--- src/rtl/pc_sequencer_if.sv ---
// pc_sequencer_if -- bundles the control/data bus of the PC sequencer.
//   master : drives update controls and target sources, observes PC and RAS status
//   slave  : the sequencer itself
// Signals: pc_write, pc_src[2:0], imm_addr, se_imm_addr, ra, mary, comp, call,
//          ret (to sequencer); pc_out, branch_taken, ras_empty, ras_full,
//          ras_overflow, ras_underflow (from sequencer).
interface pc_sequencer_if #(
  parameter int WIDTH = 16
);
  logic             pc_write;
  logic [2:0]       pc_src;
  logic [WIDTH-1:0] imm_addr;
  logic [WIDTH-1:0] se_imm_addr;
  logic [WIDTH-1:0] ra;
  logic [WIDTH-1:0] mary;
  logic             comp;
  logic             call;
  logic             ret;
  logic [WIDTH-1:0] pc_out;
  logic             branch_taken;
  logic             ras_empty;
  logic             ras_full;
  logic             ras_overflow;
  logic             ras_underflow;

  modport master (
    output pc_write, pc_src, imm_addr, se_imm_addr, ra, mary, comp, call, ret,
    input  pc_out, branch_taken, ras_empty, ras_full, ras_overflow, ras_underflow
  );

  modport slave (
    input  pc_write, pc_src, imm_addr, se_imm_addr, ra, mary, comp, call, ret,
    output pc_out, branch_taken, ras_empty, ras_full, ras_overflow, ras_underflow
  );
endinterface

--- src/rtl/pc_sequencer.sv ---
// pc_sequencer -- program counter with next-PC select and a circular
// return-address stack (RAS).
// Ports:
//   clock : single clock, rising edge
//   reset : synchronous active-high reset, overrides everything
//   bus   : pc_sequencer_if.slave (update controls in; PC, branch pulse and
//           RAS status flags out, all registered)
module pc_sequencer #(
  parameter int               WIDTH      = 16,
  parameter int               RAS_DEPTH  = 4,
  parameter logic [WIDTH-1:0] RESET_PC   = '0,
  parameter int               MARY_SHIFT = 4
) (
  input  logic         clock,
  input  logic         reset,
  pc_sequencer_if.slave bus
);

  localparam int PTR_W = $clog2(RAS_DEPTH);
  localparam int CNT_W = $clog2(RAS_DEPTH + 1);
  localparam logic [CNT_W-1:0] CNT_FULL = CNT_W'(RAS_DEPTH);

  // ptr_reg is the next free slot; the top of stack sits one below it.
  logic [WIDTH-1:0] pc_reg;
  logic             branch_taken_reg;
  logic [PTR_W-1:0] ptr_reg;
  logic [CNT_W-1:0] count_reg;
  logic             overflow_reg;
  logic             underflow_reg;
  logic [WIDTH-1:0] ras_mem [RAS_DEPTH];

  logic [WIDTH-1:0] pc_plus1;
  logic [WIDTH-1:0] ras_top;
  logic [WIDTH-1:0] pc_next;
  logic             branch_taken_next;
  logic [PTR_W-1:0] ptr_next;
  logic [CNT_W-1:0] count_next;
  logic             overflow_next;
  logic             underflow_next;
  logic             wr_en;
  logic [PTR_W-1:0] wr_idx;
  logic             do_push;
  logic             do_pop;
  logic             ras_nonempty;
  logic             ras_is_full;

  always_comb begin
    pc_plus1     = pc_reg + WIDTH'(1);
    ras_top      = ras_mem[ptr_reg - PTR_W'(1)];
    ras_nonempty = (count_reg != '0);
    ras_is_full  = (count_reg == CNT_FULL);
    do_push      = bus.call;
    // ret only has meaning in the return mode
    do_pop       = bus.ret && (bus.pc_src == 3'b011);

    pc_next = pc_plus1;
    case (bus.pc_src)
      3'b000: pc_next = pc_plus1;
      3'b001: pc_next = pc_reg + bus.se_imm_addr;
      3'b010: pc_next = bus.imm_addr;
      3'b011: pc_next = (bus.ret && ras_nonempty) ? ras_top : bus.ra;
      3'b100: pc_next = bus.mary;
      3'b101: pc_next = pc_reg + (bus.mary << MARY_SHIFT);
      3'b110: pc_next = bus.comp ? bus.imm_addr : pc_plus1;
      3'b111: pc_next = bus.comp ? (pc_reg + bus.se_imm_addr) : pc_plus1;
      default: pc_next = pc_plus1;
    endcase
    branch_taken_next = (bus.pc_src[2:1] == 2'b11) && bus.comp;

    ptr_next       = ptr_reg;
    count_next     = count_reg;
    overflow_next  = overflow_reg;
    underflow_next = underflow_reg;
    wr_en          = 1'b0;
    wr_idx         = ptr_reg;

    if (do_push && do_pop) begin
      if (ras_nonempty) begin
        // net pop-then-push: overwrite the top in place
        wr_en  = 1'b1;
        wr_idx = ptr_reg - PTR_W'(1);
      end else begin
        // nothing to pop: degenerate to a plain push, flag the bad pop
        wr_en          = 1'b1;
        wr_idx         = ptr_reg;
        ptr_next       = ptr_reg + PTR_W'(1);
        count_next     = CNT_W'(1);
        underflow_next = 1'b1;
      end
    end else if (do_push) begin
      wr_en    = 1'b1;
      wr_idx   = ptr_reg;
      ptr_next = ptr_reg + PTR_W'(1);
      // when full, ptr_reg already addresses the oldest entry, so the write
      // overwrites it and the count stays saturated
      if (ras_is_full) begin
        overflow_next = 1'b1;
      end else begin
        count_next = count_reg + CNT_W'(1);
      end
    end else if (do_pop) begin
      if (ras_nonempty) begin
        ptr_next   = ptr_reg - PTR_W'(1);
        count_next = count_reg - CNT_W'(1);
      end else begin
        underflow_next = 1'b1;
      end
    end
  end

  always_ff @(posedge clock) begin
    if (reset) begin
      pc_reg           <= RESET_PC;
      branch_taken_reg <= 1'b0;
      ptr_reg          <= '0;
      count_reg        <= '0;
      overflow_reg     <= 1'b0;
      underflow_reg    <= 1'b0;
    end else if (bus.pc_write) begin
      pc_reg           <= pc_next;
      branch_taken_reg <= branch_taken_next;
      ptr_reg          <= ptr_next;
      count_reg        <= count_next;
      overflow_reg     <= overflow_next;
      underflow_reg    <= underflow_next;
    end else begin
      // stall: everything holds, but the taken pulse must not stretch
      branch_taken_reg <= 1'b0;
    end
  end

  // Entry storage is not reset; only the pointer and count define validity.
  always_ff @(posedge clock) begin
    if (!reset && bus.pc_write && wr_en) begin
      ras_mem[wr_idx] <= pc_plus1;
    end
  end

  assign bus.pc_out        = pc_reg;
  assign bus.branch_taken  = branch_taken_reg;
  assign bus.ras_empty     = (count_reg == '0);
  assign bus.ras_full      = (count_reg == CNT_FULL);
  assign bus.ras_overflow  = overflow_reg;
  assign bus.ras_underflow = underflow_reg;

endmodule

--- src/flat_wrapper.sv ---
// flat-port wrapper written by rule: the top's interface ports become plain ports
module pc_sequencer_flat 
#(
  parameter int               WIDTH      = 16,
  parameter int               RAS_DEPTH  = 4,
  parameter logic [WIDTH-1:0] RESET_PC   = '0,
  parameter int               MARY_SHIFT = 4
)
  (clock, reset, bus_pc_write, bus_pc_src, bus_imm_addr, bus_se_imm_addr, bus_ra, bus_mary, bus_comp, bus_call, bus_ret, bus_pc_out, bus_branch_taken, bus_ras_empty, bus_ras_full, bus_ras_overflow, bus_ras_underflow);
  pc_sequencer_if #(.WIDTH(WIDTH)) bus_i ();
  input  logic clock;
  input  logic reset;
  input wire logic [$bits(bus_i.pc_write)-1:0] bus_pc_write;
  input wire logic [$bits(bus_i.pc_src)-1:0] bus_pc_src;
  input wire logic [$bits(bus_i.imm_addr)-1:0] bus_imm_addr;
  input wire logic [$bits(bus_i.se_imm_addr)-1:0] bus_se_imm_addr;
  input wire logic [$bits(bus_i.ra)-1:0] bus_ra;
  input wire logic [$bits(bus_i.mary)-1:0] bus_mary;
  input wire logic [$bits(bus_i.comp)-1:0] bus_comp;
  input wire logic [$bits(bus_i.call)-1:0] bus_call;
  input wire logic [$bits(bus_i.ret)-1:0] bus_ret;
  output wire logic [$bits(bus_i.pc_out)-1:0] bus_pc_out;
  output wire logic [$bits(bus_i.branch_taken)-1:0] bus_branch_taken;
  output wire logic [$bits(bus_i.ras_empty)-1:0] bus_ras_empty;
  output wire logic [$bits(bus_i.ras_full)-1:0] bus_ras_full;
  output wire logic [$bits(bus_i.ras_overflow)-1:0] bus_ras_overflow;
  output wire logic [$bits(bus_i.ras_underflow)-1:0] bus_ras_underflow;
  assign bus_i.pc_write = bus_pc_write;
  assign bus_i.pc_src = bus_pc_src;
  assign bus_i.imm_addr = bus_imm_addr;
  assign bus_i.se_imm_addr = bus_se_imm_addr;
  assign bus_i.ra = bus_ra;
  assign bus_i.mary = bus_mary;
  assign bus_i.comp = bus_comp;
  assign bus_i.call = bus_call;
  assign bus_i.ret = bus_ret;
  assign bus_pc_out = bus_i.pc_out;
  assign bus_branch_taken = bus_i.branch_taken;
  assign bus_ras_empty = bus_i.ras_empty;
  assign bus_ras_full = bus_i.ras_full;
  assign bus_ras_overflow = bus_i.ras_overflow;
  assign bus_ras_underflow = bus_i.ras_underflow;
  pc_sequencer #(.WIDTH(WIDTH), .RAS_DEPTH(RAS_DEPTH), .RESET_PC(RESET_PC), .MARY_SHIFT(MARY_SHIFT)) u_core (.clock(clock), .reset(reset), .bus(bus_i));
endmodule
--- config.mk ---
export PLATFORM = sky130hd
export DESIGN_NAME = pc_sequencer_flat
export DESIGN_NICKNAME = d
export VERILOG_FILES = /design/src/rtl/pc_sequencer_if.sv /design/src/rtl/pc_sequencer.sv /design/src/flat_wrapper.sv
export SDC_FILE = /design/constraint.sdc
export NUM_CORES = 1
export LEC_CHECK = 0
export ABC_CLOCK_PERIOD_IN_PS = 10000
export CAP_MARGIN = 20
export CORE_MARGIN = 2
export CORE_UTILIZATION = 58
export DETAILED_ROUTE_END_ITERATION = 8
export DONT_BUFFER_PORTS = 1
export PLACE_DENSITY = 0.81
export SETUP_SLACK_MARGIN = 0.4
export SYNTH_ARGS = -nofsm -noshare
export SYNTH_HDL_FRONTEND = slang
export SYNTH_SLANG_ARGS = --single-unit
export TNS_END_PERCENT = 1
--- constraint.sdc ---
create_clock -name clock -period 10 [get_ports clock]
set_clock_uncertainty 0.1 [all_clocks]
set_input_delay 0 -clock clock [delete_from_list [all_inputs] [get_ports clock]]
set_output_delay 0 -clock clock [all_outputs]
set_load 0.02 [all_outputs]
== Yosys cells after proc, flatten, opt, wreduce, memory -nomap -nowiden ==
Memories as Yosys holds them, arrays and structs flattened.
Index checks and enable logic that the tools add are counted.
Operators by class
  eq/ne operators: 12
  $add $sub $neg: 7
  bitwise logic cells: 2
  reduce and logical (&&, ||, !) cells: 18
  muxes and demuxes: 24
Operators with widths (count)
  $pmux 16 s8: 1
  $mux 16: 3
  $add 16x16->16: 2
  $mux 3: 6
  $add 16x1->16 const B: 1
  $eq 3x3->1 const B: 5
  $mux 2: 6
  $reduce_bool 3->1: 3
  $mux 1: 8
  $eq 3x2->1 const B: 2
  $logic_and 1x1->1: 6
  $logic_not 3->1: 2
  $reduce_and 3->1: 2
  $reduce_and 5->1: 1
  $reduce_and 4->1: 1
  $add 3x1->3 const B: 1
  $eq 3x1->1 const B: 1
  $ne 3x2->1 const B: 1
  $sub 3x1->3 const B: 1
  $add 2x1->2 const B: 1
  $eq 2x2->1 const B: 1
  $ne 2x1->1 const B: 1
  $ne 2x2->1 const B: 1
  $not 1->1: 2
  4 further kinds: 4
Word-level totals
  memories: 1
  bits in writable memories: 64
  word-level logic and storage cells: 70
  bits in registers: 24
Memories
  u_core.ras_mem: words 4, bits a word 16, read ports 1, clocked after memory_dff 0, wr ports 1, line pc_sequencer.sv:30  | logic [WIDTH-1:0] ras_mem [RAS_DEPTH];

== Longest topological paths before layout ==
  depth after elaboration: 7
  gate-level depth with buffers: 9

== Worst setup path before layout ==
OpenSTA, ideal clock, no wires.
  kind: reg2reg
  start point: register u_core.ptr_reg[1]
  end point: memory u_core.ras_mem[2][0] (enable)
  buffers on the path: 2
  slack: 6.808 ns
  clock period less this slack: 3.192 ns
  required time: 9.470 ns
  cell stages (with the launch flop): 5
  data arrival time: 2.662 ns
  cell sequence: dfxtp_1 > buf_2 > clkbuf_1 > inv_1 > nor4_1
Between the ends
  longest elaborated chain between the ends: 3
RTL lines
  start, declared: line pc_sequencer.sv:26  | logic [PTR_W-1:0] ptr_reg;
  start signal, assigned: line pc_sequencer.sv:122  | ptr_reg <= ptr_next;
  $sub 2x1->2: line pc_sequencer.sv:81  | wr_idx = ptr_reg - PTR_W'(1);
  $mux 2
  $mux 2 *: line pc_sequencer.sv:77  | if (do_push && do_pop) begin
  end, declared: line pc_sequencer.sv:30
Mark *: on every way between the ends. The rest lies on a longest branch, timed or not.

== Worst setup path after layout ==
  start point: register u_core.pc_reg[0], in the netlist u_core.bus.pc_out[0]
  end point: register u_core.pc_reg[0], in the netlist u_core.bus.pc_out[0]
Between the ends
  longest elaborated chain between the ends: 3
  elaborated cells between the ends (all ways): 6
  classes of those cells: add/sub: 3; mux: 3
RTL lines
  start, declared: line pc_sequencer.sv:24  | logic [WIDTH-1:0] pc_reg;
  start signal, assigned: line pc_sequencer.sv:120  | pc_reg <= pc_next;
  $add 16x1->16 or $add 16x16->16 (tied branches): line pc_sequencer.sv:48, pc_sequencer.sv:59, pc_sequencer.sv:65
  $mux 16, on equally long branches: line pc_sequencer.sv:65, pc_sequencer.sv:64
  $pmux 16 s8 *: line pc_sequencer.sv:57  | case (bus.pc_src)
Marked as above.
A chain may end at the register's enable or synchronous reset.

==> flow_metrics.env <==
export IMPL_area_delta_synth_final_pct=10.2
export IMPL_r2r_cells=9
export IMPL_arrival_ns=3.75
export IMPL_ys_top_cells_by_area="edfxtp_1, dfxtp_1, mux4_2, ha_1, a21oi_1"
export IMPL_grt_max_degree=28
export IMPL_cts_tree="done"
export IMPL_period_share=0.359
export IMPL_min_to="u_core.bus.pc_out[7]"
export IMPL_timing_final_hold_violations=0
export IMPL_r2r_end="u_core.bus.pc_out[0]"
export IMPL_tns_ns=0
export IMPL_cp_top_family="buffers and inverters"
export IMPL_synth_edf_count=64
export IMPL_maxCapViolations=0
export IMPL_worstHoldPathType="input pin to register"
export IMPL_wire_per_inst_um=24.5
export IMPL_die_y_um=107
export IMPL_cts_htree_levels=3
export IMPL_largest_reg_flops=64
export IMPL_relSlewSlack=0.271
export IMPL_nets=753
export IMPL_ir_drop_uv=76.4
export IMPL_root_buffer="clkbuf_8"
export IMPL_gp_congestion=0.996
export IMPL_worst_slew_pin_slew_ns=1.08
export IMPL_cts_buffer_depth=2
export IMPL_viasPerCell=7.16
export IMPL_drt_pre_antenna_iters=7
export IMPL_cp_startpoint="u_core.bus.pc_out[0]"
export IMPL_synth_top_cell_area_share=0.310
export IMPL_p_total_uw=942
export IMPL_dp_hpwl_mm=14.0
export IMPL_rsz0062_at_grt="false"
export IMPL_power_density_mw_per_mm2=138
export IMPL_worstReg2RegStart="u_core.bus.pc_out[0]"
export IMPL_routed_wl_mm=19.4
export IMPL_slowest_delay_ns=0.62
export IMPL_status="complete, no violations"
export IMPL_fp_dieW_um=107
export IMPL_syn_avg_cell_area_um2=9.82
export IMPL_clock_fmax_ghz=0.278
export IMPL_drive_above_1_share=0.0824
export IMPL_cts_buffers=9
export IMPL_maxSlewViolCount=0
export IMPL_ant_nets=0
export IMPL_grt_use_total=0.338
export IMPL_drc=0
export IMPL_setup_violations=0
export IMPL_path_cells="ha_1 -> nand2b_1 -> a221oi_1 -> a21oi_1 -> dlygate4sd3_1 -> o221ai_1 -> dlygate4sd3_1 -> a21oi_1 -> dlygate4sd3_1"
export IMPL_hp_start="bus_pc_src[0]"
export IMPL_drt_first_iter_violations=782
export IMPL_num_antenna_cells=0
export IMPL_holdPathStages=3
export IMPL_synthCells=632
export IMPL_synth_most_common_cell="edfxtp_1"
export IMPL_end_kind="register"
export IMPL_start_kind="register"
export IMPL_die_area_mm2=0.0115
export IMPL_ys_warn_count=0
export IMPL_synth_common_cells="edfxtp_1, nand2_1, a21oi_1, nor2_1, o21ai_0"
export IMPL_start_util=0.598
export IMPL_synth_seq_cells=88
export IMPL_syn_nets=735
export IMPL_clk_pin_slew_ns=0.10
export IMPL_required_ns=10.16
export IMPL_io_pin_count=94
export IMPL_gr_total_overflow=0
export IMPL_core_mm2=0.0104
export IMPL_antenna_found_initial=0
export IMPL_final_min_clock_period_ns=3.59
export IMPL_grt_pass1_wl_mm=29.6
export IMPL_numPortBuffers=0
export IMPL_cts_num_sinks=88
export IMPL_nFillCells=836
export IMPL_ys_flop_type="edfxtp_1"
export IMPL_syn_area_mm2=0.00621
export IMPL_rows=37
export IMPL_cts_setup_buffers=0
export IMPL_crit_buf_inv=3
export IMPL_rrSetupSlack_ns=6.41
export IMPL_synthArstFlopShare=0
export IMPL_synth_largest_area_cell="edfxtp_1"
export IMPL_cpMostUsedCell="dlygate4sd3_1"
export IMPL_clkLatencyLatePin_ns=0.36
export IMPL_crit_type="register to register"
export IMPL_cpMaxStageDelayCell="dfxtp_1"
export IMPL_vias=5663
export IMPL_worst_path_max_fanout=8
export IMPL_synthDistinctLibCells=75
export IMPL_p_leak_uw=0.00249
export IMPL_yosysSeqAreaShare=0.387
export IMPL_grt_pass1_vias=5412
[logic make-up after synthesis]
logic type	share of synthesized area
flip-flops	0.387
buffers and inverters	0.0325
AO/OA/AOI/OAI	0.233
multiplexers	0.0861
adder cells (fa/ha/maj)	0.0641
XOR/XNOR	0.0423
AND/OR/NAND/NOR	0.155
[placed cells by master (no fill, tap or decap), drive strengths merged, types with 15 or more instances in the layout]
cell / netlist / final
nand2: 60 / 60
a31oi: 15 / 15
nand3: 16 / 16
dfxtp: 24 / 24
nor2: 34 / 34
edfxtp: 64 / 64
inv: 17 / 20
o21ai: 31 / 31
mux4: 16 / 16
ha: 27 / 27
a211oi: 15 / 15
a21oi: 51 / 51
xnor2: 20 / 20
dlygate4sd3: 0 / 29
[worst max-delay path by stage]
stage | slack (ns) | depth (start not counted) | to
floorplan | 6.81 | 4 | u_core.ras_mem[2][0]
global placement | 7.32 | 8 | u_core.bus.pc_out[8]
detailed placement | 7.18 | 4 | u_core.ras_mem[0][11]
CTS | 6.41 | 9 | u_core.bus.pc_out[0]
global route | 6.24 | 9 | u_core.bus.pc_out[0]
finish | 6.41 | 9 | u_core.bus.pc_out[0]
[tightest hold or removal path, stage by stage]
cell	delay, ns
o21ai_0	0.14
a211oi_1	0.09
a211oi_1	0.19
[what timing repair did]
item,in CTS,in global routing
hold buffers,29,0
endpoints found under the hold margin,24,0
gates resized for setup,0,0
[power by group]
part	internal [uW]	total (uW)	switching, uW
Clock	126	265	140
Combinational	100	239	138
Sequential	407	438	31.5
Total	633	942	309
[metal layers]
layer	vias to the layer above	share of wire	track usage
met3	86	0.11	0.0666
met2	394	0.46	0.555
met4	0	0.047	0.124
met5	-	0	0
li1	2508	-	-
met1	2675	0.38	0.446
[area by class of cell]
type / instances / area [um^2] / share of cell area
Inverter: 18 / 67.6 / 0.00988
Clock buffer: 10 / 138 / 0.0201
Timing Repair Buffer: 37 / 374 / 0.0547
Tap cell: 136 / 170 / 0.0249
Clock inverter: 6 / 72.6 / 0.0106
Sequential cell: 88 / 2400 / 0.351
Multi-Input combinational cell: 496 / 3610 / 0.529
[stage by stage]
stage | instances | utilization | instance area [um^2] | hold WS [ns] | setup slack [ns]
2_1_floorplan | 632 | - | 6210 | 0.0951 | 6.81
3_3_place_gp | 744 | 0.608 | 6300 | -0.0232 | 7.32
3_5_place_dp | 744 | 0.608 | 6300 | -0.0220 | 7.18
4_1_cts | 789 | 0.656 | 6800 | 0.0142 | 6.41
5_1_grt | 791 | 0.660 | 6840 | 0.0146 | 6.24
6_report | 791 | 0.660 | 6840 | 0.0110 | 6.41
No activity file was read; power rests on OpenSTA's default activity.
